[config.mk]
export PLATFORM = sky130hd
export DESIGN_NAME = pipe_stall_ctrl_flat
export DESIGN_NICKNAME = d
export VERILOG_FILES = /design/src/rtl/pipe_ctrl_pkg.sv /design/src/rtl/pipe_stall_ctrl_if.sv /design/src/rtl/pipe_wait_timer.sv /design/src/rtl/pipe_stall_ctrl.sv /design/src/flat_wrapper.sv
export SDC_FILE = /design/constraint.sdc
export NUM_CORES = 1
export LEC_CHECK = 0
export ABC_AREA = 1
export ABC_CLOCK_PERIOD_IN_PS = 1790
export BUFFER_PORTS_ARGS = -buffer_cell sky130_fd_sc_hd__buf_2
export CAP_MARGIN = 40
export CORE_AREA = 2 2 39 41
export CTS_CLUSTER_DIAMETER = 60
export CTS_CLUSTER_SIZE = 14
export DETAILED_ROUTE_END_ITERATION = 8
export DIE_AREA = 0 0 41 43
export PLACE_DENSITY_LB_ADDON = 0.1
export RECOVER_POWER = 50
export SETUP_SLACK_MARGIN = 0.2
export SLEW_MARGIN = 20
export SYNTH_ARGS = -nofsm -noshare
export SYNTH_HDL_FRONTEND = slang
export SYNTH_SLANG_ARGS = --single-unit
[constraint.sdc]
create_clock -name clk -period 1.79 [get_ports clk]
set_input_delay 0.0895 -clock clk [delete_from_list [all_inputs] [get_ports clk]]
set_output_delay 0.0895 -clock clk [all_outputs]
set_load 0.005 [all_outputs]
[src/rtl/pipe_ctrl_pkg.sv]
// Shared types and constants for the pipeline stall/flush scheduler.
// Per-stage control bundles are named constants so the FSM reads as a table.
package pipe_ctrl_pkg;

  localparam logic [1:0] ST_INIT_ENC     = 2'd0;
  localparam logic [1:0] ST_RUN_ENC      = 2'd1;
  localparam logic [1:0] ST_BUBBLE_ENC   = 2'd2;
  localparam logic [1:0] ST_MEM_WAIT_ENC = 2'd3;

  typedef enum logic [1:0] {
    ST_INIT     = ST_INIT_ENC,
    ST_RUN      = ST_RUN_ENC,
    ST_BUBBLE   = ST_BUBBLE_ENC,
    ST_MEM_WAIT = ST_MEM_WAIT_ENC
  } state_e;

  // Instruction loaded into a pipeline register when it is flushed.
  localparam logic [31:0] NOP_INSTR = 32'h0000_0013;

  typedef struct packed {
    logic pc_en;
    logic pc_sel_redirect;
    logic ifid_en;
    logic ifid_flush;
    logic idexe_en;
    logic idexe_flush;
    logic exemem_en;
    logic memwb_flush;
  } ctrl_t;

  localparam ctrl_t CTRL_INIT = '{pc_en: 1'b0, pc_sel_redirect: 1'b0,
                                  ifid_en: 1'b0, ifid_flush: 1'b1,
                                  idexe_en: 1'b0, idexe_flush: 1'b1,
                                  exemem_en: 1'b0, memwb_flush: 1'b1};

  localparam ctrl_t CTRL_RUN = '{pc_en: 1'b1, pc_sel_redirect: 1'b0,
                                 ifid_en: 1'b1, ifid_flush: 1'b0,
                                 idexe_en: 1'b1, idexe_flush: 1'b0,
                                 exemem_en: 1'b1, memwb_flush: 1'b0};

  localparam ctrl_t CTRL_FREEZE = '{pc_en: 1'b0, pc_sel_redirect: 1'b0,
                                    ifid_en: 1'b0, ifid_flush: 1'b0,
                                    idexe_en: 1'b0, idexe_flush: 1'b0,
                                    exemem_en: 1'b0, memwb_flush: 1'b1};

  // A flushed register must still load its NOP, so each flush brings its enable.
  localparam ctrl_t CTRL_REDIRECT = '{pc_en: 1'b1, pc_sel_redirect: 1'b1,
                                      ifid_en: 1'b1, ifid_flush: 1'b1,
                                      idexe_en: 1'b1, idexe_flush: 1'b1,
                                      exemem_en: 1'b1, memwb_flush: 1'b0};

  localparam ctrl_t CTRL_LOAD_STALL = '{pc_en: 1'b0, pc_sel_redirect: 1'b0,
                                        ifid_en: 1'b0, ifid_flush: 1'b0,
                                        idexe_en: 1'b1, idexe_flush: 1'b1,
                                        exemem_en: 1'b1, memwb_flush: 1'b0};

endpackage

[src/rtl/pipe_stall_ctrl_if.sv]
// Hazard requests in, per-stage enables/flushes out.
// PIPE_STALL_CTRL_PERF_EN adds the performance counter outputs.
interface pipe_stall_ctrl_if
`ifdef PIPE_STALL_CTRL_PERF_EN
  #(parameter int PERF_W = 32)
`endif
  ;
  logic load_hazard;
  logic redirect;
  logic dmem_busy;

  logic pc_en;
  logic pc_sel_redirect;
  logic ifid_en;
  logic ifid_flush;
  logic idexe_en;
  logic idexe_flush;
  logic exemem_en;
  logic memwb_flush;
  logic mem_timeout;

`ifdef PIPE_STALL_CTRL_PERF_EN
  logic [PERF_W-1:0] perf_load_stalls;
  logic [PERF_W-1:0] perf_mem_stalls;
  logic [PERF_W-1:0] perf_redirects;
`endif

  // Pipeline side: raises hazards, obeys controls.
  modport master (
    output load_hazard, redirect, dmem_busy,
`ifdef PIPE_STALL_CTRL_PERF_EN
    input  perf_load_stalls, perf_mem_stalls, perf_redirects,
`endif
    input  pc_en, pc_sel_redirect, ifid_en, ifid_flush, idexe_en,
           idexe_flush, exemem_en, memwb_flush, mem_timeout
  );

  // Scheduler side.
  modport slave (
    input  load_hazard, redirect, dmem_busy,
`ifdef PIPE_STALL_CTRL_PERF_EN
    output perf_load_stalls, perf_mem_stalls, perf_redirects,
`endif
    output pc_en, pc_sel_redirect, ifid_en, ifid_flush, idexe_en,
           idexe_flush, exemem_en, memwb_flush, mem_timeout
  );

endinterface

[src/rtl/pipe_wait_timer.sv]
// Saturating memory-wait counter with a sticky timeout flag.
// The counter is cleared on any cycle the memory is not busy.
module pipe_wait_timer #(
  parameter int MAX_WAIT = 15,
  parameter int CNT_W    = 4
) (
  input  logic clk,
  input  logic rst,
  input  logic busy_i,
  output logic timeout_o
);

  logic [CNT_W-1:0] cnt_q, cnt_d;
  logic             timeout_q, timeout_d;
  logic [CNT_W:0]   cnt_inc;

  // NOTE: every output of a combinational block gets a default first so no latch is inferred.
  always_comb begin
    cnt_d     = '0;
    timeout_d = timeout_q;
    cnt_inc   = {1'b0, cnt_q} + {{CNT_W{1'b0}}, 1'b1};
    if (busy_i) begin
      cnt_d = cnt_inc[CNT_W] ? cnt_q : cnt_inc[CNT_W-1:0];
      // Judged on the unsaturated count so MAX_WAIT = 2^CNT_W-1 still trips.
      if (int'(cnt_inc) > MAX_WAIT) timeout_d = 1'b1;
    end
  end

  // NOTE: sequential state uses non-blocking assignments so all registers update together.
  always_ff @(posedge clk or posedge rst) begin
    if (rst) begin
      cnt_q     <= '0;
      timeout_q <= 1'b0;
    end else begin
      cnt_q     <= cnt_d;
      timeout_q <= timeout_d;
    end
  end

  assign timeout_o = timeout_q;

endmodule

[src/rtl/pipe_stall_ctrl.sv]
// Stall/flush scheduler merging load-use, redirect and data-memory wait hazards.
// Define PIPE_STALL_CTRL_PERF_EN to add the performance counters.
module pipe_stall_ctrl
  import pipe_ctrl_pkg::*;
#(
  parameter int MAX_WAIT = 15,
  parameter int CNT_W    = 4
`ifdef PIPE_STALL_CTRL_PERF_EN
  ,
  parameter int PERF_W   = 32
`endif
) (
  input  logic             clk,
  input  logic             rst,
  pipe_stall_ctrl_if.slave bus
);

  state_e state_q, state_d;
  logic   pend_q, pend_d;
  ctrl_t  ctrl;
  logic   redirect_applied;
  logic   timeout;

  always_comb begin
    ctrl             = CTRL_RUN;
    state_d          = state_q;
    pend_d           = pend_q;
    redirect_applied = 1'b0;
    unique case (state_q)
      ST_INIT: begin
        ctrl    = CTRL_INIT;
        state_d = ST_RUN;
      end
      ST_RUN, ST_BUBBLE: begin
        if (bus.dmem_busy) begin
          ctrl    = CTRL_FREEZE;
          pend_d  = bus.redirect;
          state_d = ST_MEM_WAIT;
        end else if (bus.redirect) begin
          ctrl             = CTRL_REDIRECT;
          redirect_applied = 1'b1;
          state_d          = ST_RUN;
        end else if (bus.load_hazard && state_q == ST_RUN) begin
          // BUBBLE ignores load_hazard: one bubble per load-use pair.
          ctrl    = CTRL_LOAD_STALL;
          state_d = ST_BUBBLE;
        end else begin
          state_d = ST_RUN;
        end
      end
      ST_MEM_WAIT: begin
        if (bus.dmem_busy) begin
          ctrl   = CTRL_FREEZE;
          pend_d = pend_q | bus.redirect;
        end else begin
          pend_d = 1'b0;
          if (pend_q || bus.redirect) begin
            ctrl             = CTRL_REDIRECT;
            redirect_applied = 1'b1;
            state_d          = ST_RUN;
          end else if (bus.load_hazard) begin
            ctrl    = CTRL_LOAD_STALL;
            state_d = ST_BUBBLE;
          end else begin
            state_d = ST_RUN;
          end
        end
      end
      default: begin
        ctrl    = CTRL_INIT;
        state_d = ST_INIT;
      end
    endcase
  end

  always_ff @(posedge clk or posedge rst) begin
    if (rst) begin
      state_q <= ST_INIT;
      pend_q  <= 1'b0;
    end else begin
      state_q <= state_d;
      pend_q  <= pend_d;
    end
  end

  pipe_wait_timer #(
    .MAX_WAIT (MAX_WAIT),
    .CNT_W    (CNT_W)
  ) u_wait_timer (
    .clk       (clk),
    .rst       (rst),
    .busy_i    (bus.dmem_busy && state_q != ST_INIT),
    .timeout_o (timeout)
  );

  assign bus.pc_en           = ctrl.pc_en;
  assign bus.pc_sel_redirect = ctrl.pc_sel_redirect;
  assign bus.ifid_en         = ctrl.ifid_en;
  assign bus.ifid_flush      = ctrl.ifid_flush;
  assign bus.idexe_en        = ctrl.idexe_en;
  assign bus.idexe_flush     = ctrl.idexe_flush;
  assign bus.exemem_en       = ctrl.exemem_en;
  assign bus.memwb_flush     = ctrl.memwb_flush;
  assign bus.mem_timeout     = timeout;

`ifdef PIPE_STALL_CTRL_PERF_EN
  logic [PERF_W-1:0] perf_load_q, perf_mem_q, perf_redir_q;

  always_ff @(posedge clk or posedge rst) begin
    if (rst) begin
      perf_load_q  <= '0;
      perf_mem_q   <= '0;
      perf_redir_q <= '0;
    end else begin
      perf_load_q  <= perf_load_q + PERF_W'(state_d == ST_BUBBLE);
      perf_mem_q   <= perf_mem_q + PERF_W'(bus.dmem_busy && state_q != ST_INIT);
      perf_redir_q <= perf_redir_q + PERF_W'(redirect_applied);
    end
  end

  assign bus.perf_load_stalls = perf_load_q;
  assign bus.perf_mem_stalls  = perf_mem_q;
  assign bus.perf_redirects   = perf_redir_q;
`endif

endmodule

[src/flat_wrapper.sv]
// flat-port wrapper written by rule: the top's interface ports become plain ports
module pipe_stall_ctrl_flat import pipe_ctrl_pkg::*;
#(
  parameter int MAX_WAIT = 15,
  parameter int CNT_W    = 4

)
  (clk, rst, bus_load_hazard, bus_redirect, bus_dmem_busy, bus_pc_en, bus_pc_sel_redirect, bus_ifid_en, bus_ifid_flush, bus_idexe_en, bus_idexe_flush, bus_exemem_en, bus_memwb_flush, bus_mem_timeout);
  pipe_stall_ctrl_if bus_i ();
  input  logic clk;
  input  logic rst;
  input wire logic [$bits(bus_i.load_hazard)-1:0] bus_load_hazard;
  input wire logic [$bits(bus_i.redirect)-1:0] bus_redirect;
  input wire logic [$bits(bus_i.dmem_busy)-1:0] bus_dmem_busy;
  output wire logic [$bits(bus_i.pc_en)-1:0] bus_pc_en;
  output wire logic [$bits(bus_i.pc_sel_redirect)-1:0] bus_pc_sel_redirect;
  output wire logic [$bits(bus_i.ifid_en)-1:0] bus_ifid_en;
  output wire logic [$bits(bus_i.ifid_flush)-1:0] bus_ifid_flush;
  output wire logic [$bits(bus_i.idexe_en)-1:0] bus_idexe_en;
  output wire logic [$bits(bus_i.idexe_flush)-1:0] bus_idexe_flush;
  output wire logic [$bits(bus_i.exemem_en)-1:0] bus_exemem_en;
  output wire logic [$bits(bus_i.memwb_flush)-1:0] bus_memwb_flush;
  output wire logic [$bits(bus_i.mem_timeout)-1:0] bus_mem_timeout;
  assign bus_i.load_hazard = bus_load_hazard;
  assign bus_i.redirect = bus_redirect;
  assign bus_i.dmem_busy = bus_dmem_busy;
  assign bus_pc_en = bus_i.pc_en;
  assign bus_pc_sel_redirect = bus_i.pc_sel_redirect;
  assign bus_ifid_en = bus_i.ifid_en;
  assign bus_ifid_flush = bus_i.ifid_flush;
  assign bus_idexe_en = bus_i.idexe_en;
  assign bus_idexe_flush = bus_i.idexe_flush;
  assign bus_exemem_en = bus_i.exemem_en;
  assign bus_memwb_flush = bus_i.memwb_flush;
  assign bus_mem_timeout = bus_i.mem_timeout;
  pipe_stall_ctrl #(.MAX_WAIT(MAX_WAIT), .CNT_W(CNT_W)) u_core (.clk(clk), .rst(rst), .bus(bus_i));
endmodule
==> flow_metrics.tcl <==
set metrics [dict create \
    status "finished clean" \
    syn_avg_cell_area_sq_um 7.11 \
    cts_tree "built" \
    synth-compound-area-share_pct 13.6 \
    top_layer "met4" \
    critPathBufInv 3 \
    leakage_nw 0.421 \
    dr_wl_met2_um 718 \
    endpoint_kind "output pin" \
    max_stage_delay_ns 0.43 \
    cts_max_path_buffers 2 \
    crit_family "flip-flops" \
    synthMuxAreaShare_pct 0 \
    port_buffers 13 \
    cts_buffers 3 \
    powerDensity_nw_per_um2 1470 \
    routed-wl-met3_um 29 \
    drc 0 \
    critPathMaxFanout 4 \
    drt-initial-drc-count 6 \
    worst_pin_slew_ns 0.313 \
    fin_tns_setup_ns 0 \
    rows 14 \
    synthTopCellsByCount "19 x nand2_1, 15 x inv_1, 8 x dfrtp_1, 8 x nor2_1" \
    drt-total-wl_um 1330 \
    hold_slack_ns 0.226 \
    drtPass1Iterations 4 \
    synth-main-ff-cell "dfrtp_1" \
    boundaryPins 14 \
    fp.coreArea_sq_um 1380 \
    fmax_mhz 632 \
    grt_usage_pct 16.9 \
    synth_top_family_by_area "simple AND/OR/NAND/NOR gates" \
    seq_area_sq_um 201 \
    die_width_um 41 \
    die_h_um 43 \
    finalSetupViolations 0 \
    synthAdderAreaFrac_pct 9.88 \
    synth_xor_area_share_pct 0 \
    drive_gt1_share_pct 39.3 \
    yosysSeqAreaShare_pct 31.6 \
    crit_slowest_cell "dfrtp_2" \
    n_antenna_cell 0 \
    worstPathArrival_ns 1.49 \
    fill_cells 142 \
    cts-root-buf "clkbuf_4" \
    multi_input_area_sq_um 413 \
    synth_top_area_share_pct 31.6 \
    synth_edf_count 0 \
    skew_ns 0.00168 \
    via_count 615 \
    crit_chain "inv_2, ha_4, nand2_4, inv_4, a22oi_2, nand4_2, buf_2" \
    hold_viol_final 0 \
    synth_warnings 0 \
    clk_pin_slew_worst_paths_ns 0.05 \
    synth_cell_type_count 21 \
    antenna_found_initial 0 \
    cp_num_cells 7 \
    grt_overflow 0 \
    start_kind "flop" \
    power_mw 1.21 \
    synthCells 89 \
    worstRegToRegCells 6 \
    synth-simple-area-share_pct 31.8 \
    synth_area_sq_um 633 \
    yosysMostFrequentCell "nand2_1" \
    hp-class "primary input to flop" \
    peakVddDrop_uv 748 \
    grt_pass1_wl_um 2020 \
    gp_congestion 0.726 \
    async_flop_share_pct 100 \
    clk_latency_ns 0.24 \
    layout.nets 119 \
    area_delta_synth_final_pct 30.2 \
    dieArea_sq_um 1760 \
    cts_htree_levels 1 \
    initial_core_util_pct 45.8 \
    via_per_inst 5.00 \
    critPathRequiredTime_ns 1.70 \
    cap_violations 0 \
    post-synth-top-area-cell "dfrtp_1" \
    wl_met1_um 542 \
    fin_crit_sh_pct 88.4 \
    rsz0062_at_grt "true" \
    period_needed_ns 1.58 \
    cts.sinks 8 \
    avgRoutedWirePerCell_um 10.8 \
    grt_max_degree 9 \
    ys_ff_latch 8 \
    ant_nets 0 \
    final_max_slew_viol_count 0 \
    syn-num-nets 99 \
    hold-path-cell-count 3 \
    dp_hpwl_um 967 \
    dp_slack_ns 0.297 \
    slew_headroom_pct 79.0 \
    synthTopCellsByArea "dfrtp_1 32%, nand2_1 11%, ha_1 9.9%" \
    grt_pass1_vias 528 \
    path_class "flop to output pin" \
    setup_slack_ns 0.208 \
]
==> tightest hold or removal path, cell delays in order <==
cell,delay [ns]
buf_2,0.14
nand2_1,0.12
o21ai_0,0.08
==> cells in the final DEF, fill, tap and decap left out, drive strengths merged <==
cell type and count:
buf 16, a21oi 2, nor3 1, dlygate4sd3 1, nand3 7, a31oi 1, nand2 20, a211oi 1
dfrtp 8, or2 2, ha 5, o21ai 9, nor2 10, clkbuf 3, a22oi 1, inv 18
nand4 2
==> power by group <==
part           switching [mW]  internal, mW  total (mW)
registers              0.0495         0.232       0.282
logic                   0.421         0.381       0.803
clock network          0.0523        0.0761       0.128
total                   0.523         0.690        1.21
==> timing repair <==
action,in CTS,in global routing
resized for setup,5,14
pin swaps,0,5
buffers inserted,2,1
hold buffers,1,0
hold endpoints to repair,8,0
endpoints found under the setup margin,8,8
==> per-layer routing <==
metal / track usage [%] / vias up
met4: 10.0 / 0
met5: 0 / -
met3: 1.57 / 4
met2: 27.8 / 13
li1: - / 317
met1: 19.9 / 281
==> cells by family (layout without fill, tap and decap cells) <==
group                    Yosys count  in the layout
flip-flops                         8              8
AND/OR/NAND/NOR                   42             42
buffers and inverters             20             38
adder cells (fa/ha/maj)            5              5
AO/OA/AOI/OAI                     14             14
==> sequential cells by signal, summed over array words and instances, names as in the netlist <==
register                       cells
u_core.u_wait_timer.cnt_q          4
u_core.state_q                     2
u_core.pend_q                      1
u_core.u_wait_timer.timeout_o      1
==> area by class of cell <==
| class | count | share of cell area, % |
|---|---|---|
| multi-input cells | 61 | 50.1 |
| repair buffers | 17 | 11.8 |
| inverters | 18 | 8.50 |
| clock buffers | 3 | 2.73 |
| well taps | 16 | 2.43 |
| flip-flops and latches | 8 | 24.4 |
==> worst paths after layout <==
path | to | slack, ns | start
worst max register to register | u_core.u_wait_timer.timeout_o$_DFFE_PP0P_ | 0.37 | u_core.u_wait_timer.cnt_q[0]$_DFFE_PP0P_
worst min register to register | u_core.u_wait_timer.timeout_o$_DFFE_PP0P_ | 0.45 | u_core.u_wait_timer.timeout_o$_DFFE_PP0P_
max in group asynchronous | u_core.state_q[0]$_DFFE_PP0N_ | 1.22 | rst
min in group asynchronous | u_core.u_wait_timer.cnt_q[2]$_DFFE_PP0P_ | 0.32 | rst
worst min-delay path | u_core.state_q[1]$_DFFE_PP0N_ | 0.23 | bus_dmem_busy
worst max-delay path | bus_idexe_flush | 0.21 | u_core.state_q[0]$_DFFE_PP0N_
==> stage by stage <==
step                      utilization, %  area (sq um)  cells
after floorplan                        -           633     89
after global placement              50.8           703    116
after detailed placement            50.8           703    116
after CTS                           55.7           771    122
after global routing                59.6           825    123
final                               59.6           825    123
(Power assumes the default switching activity.)
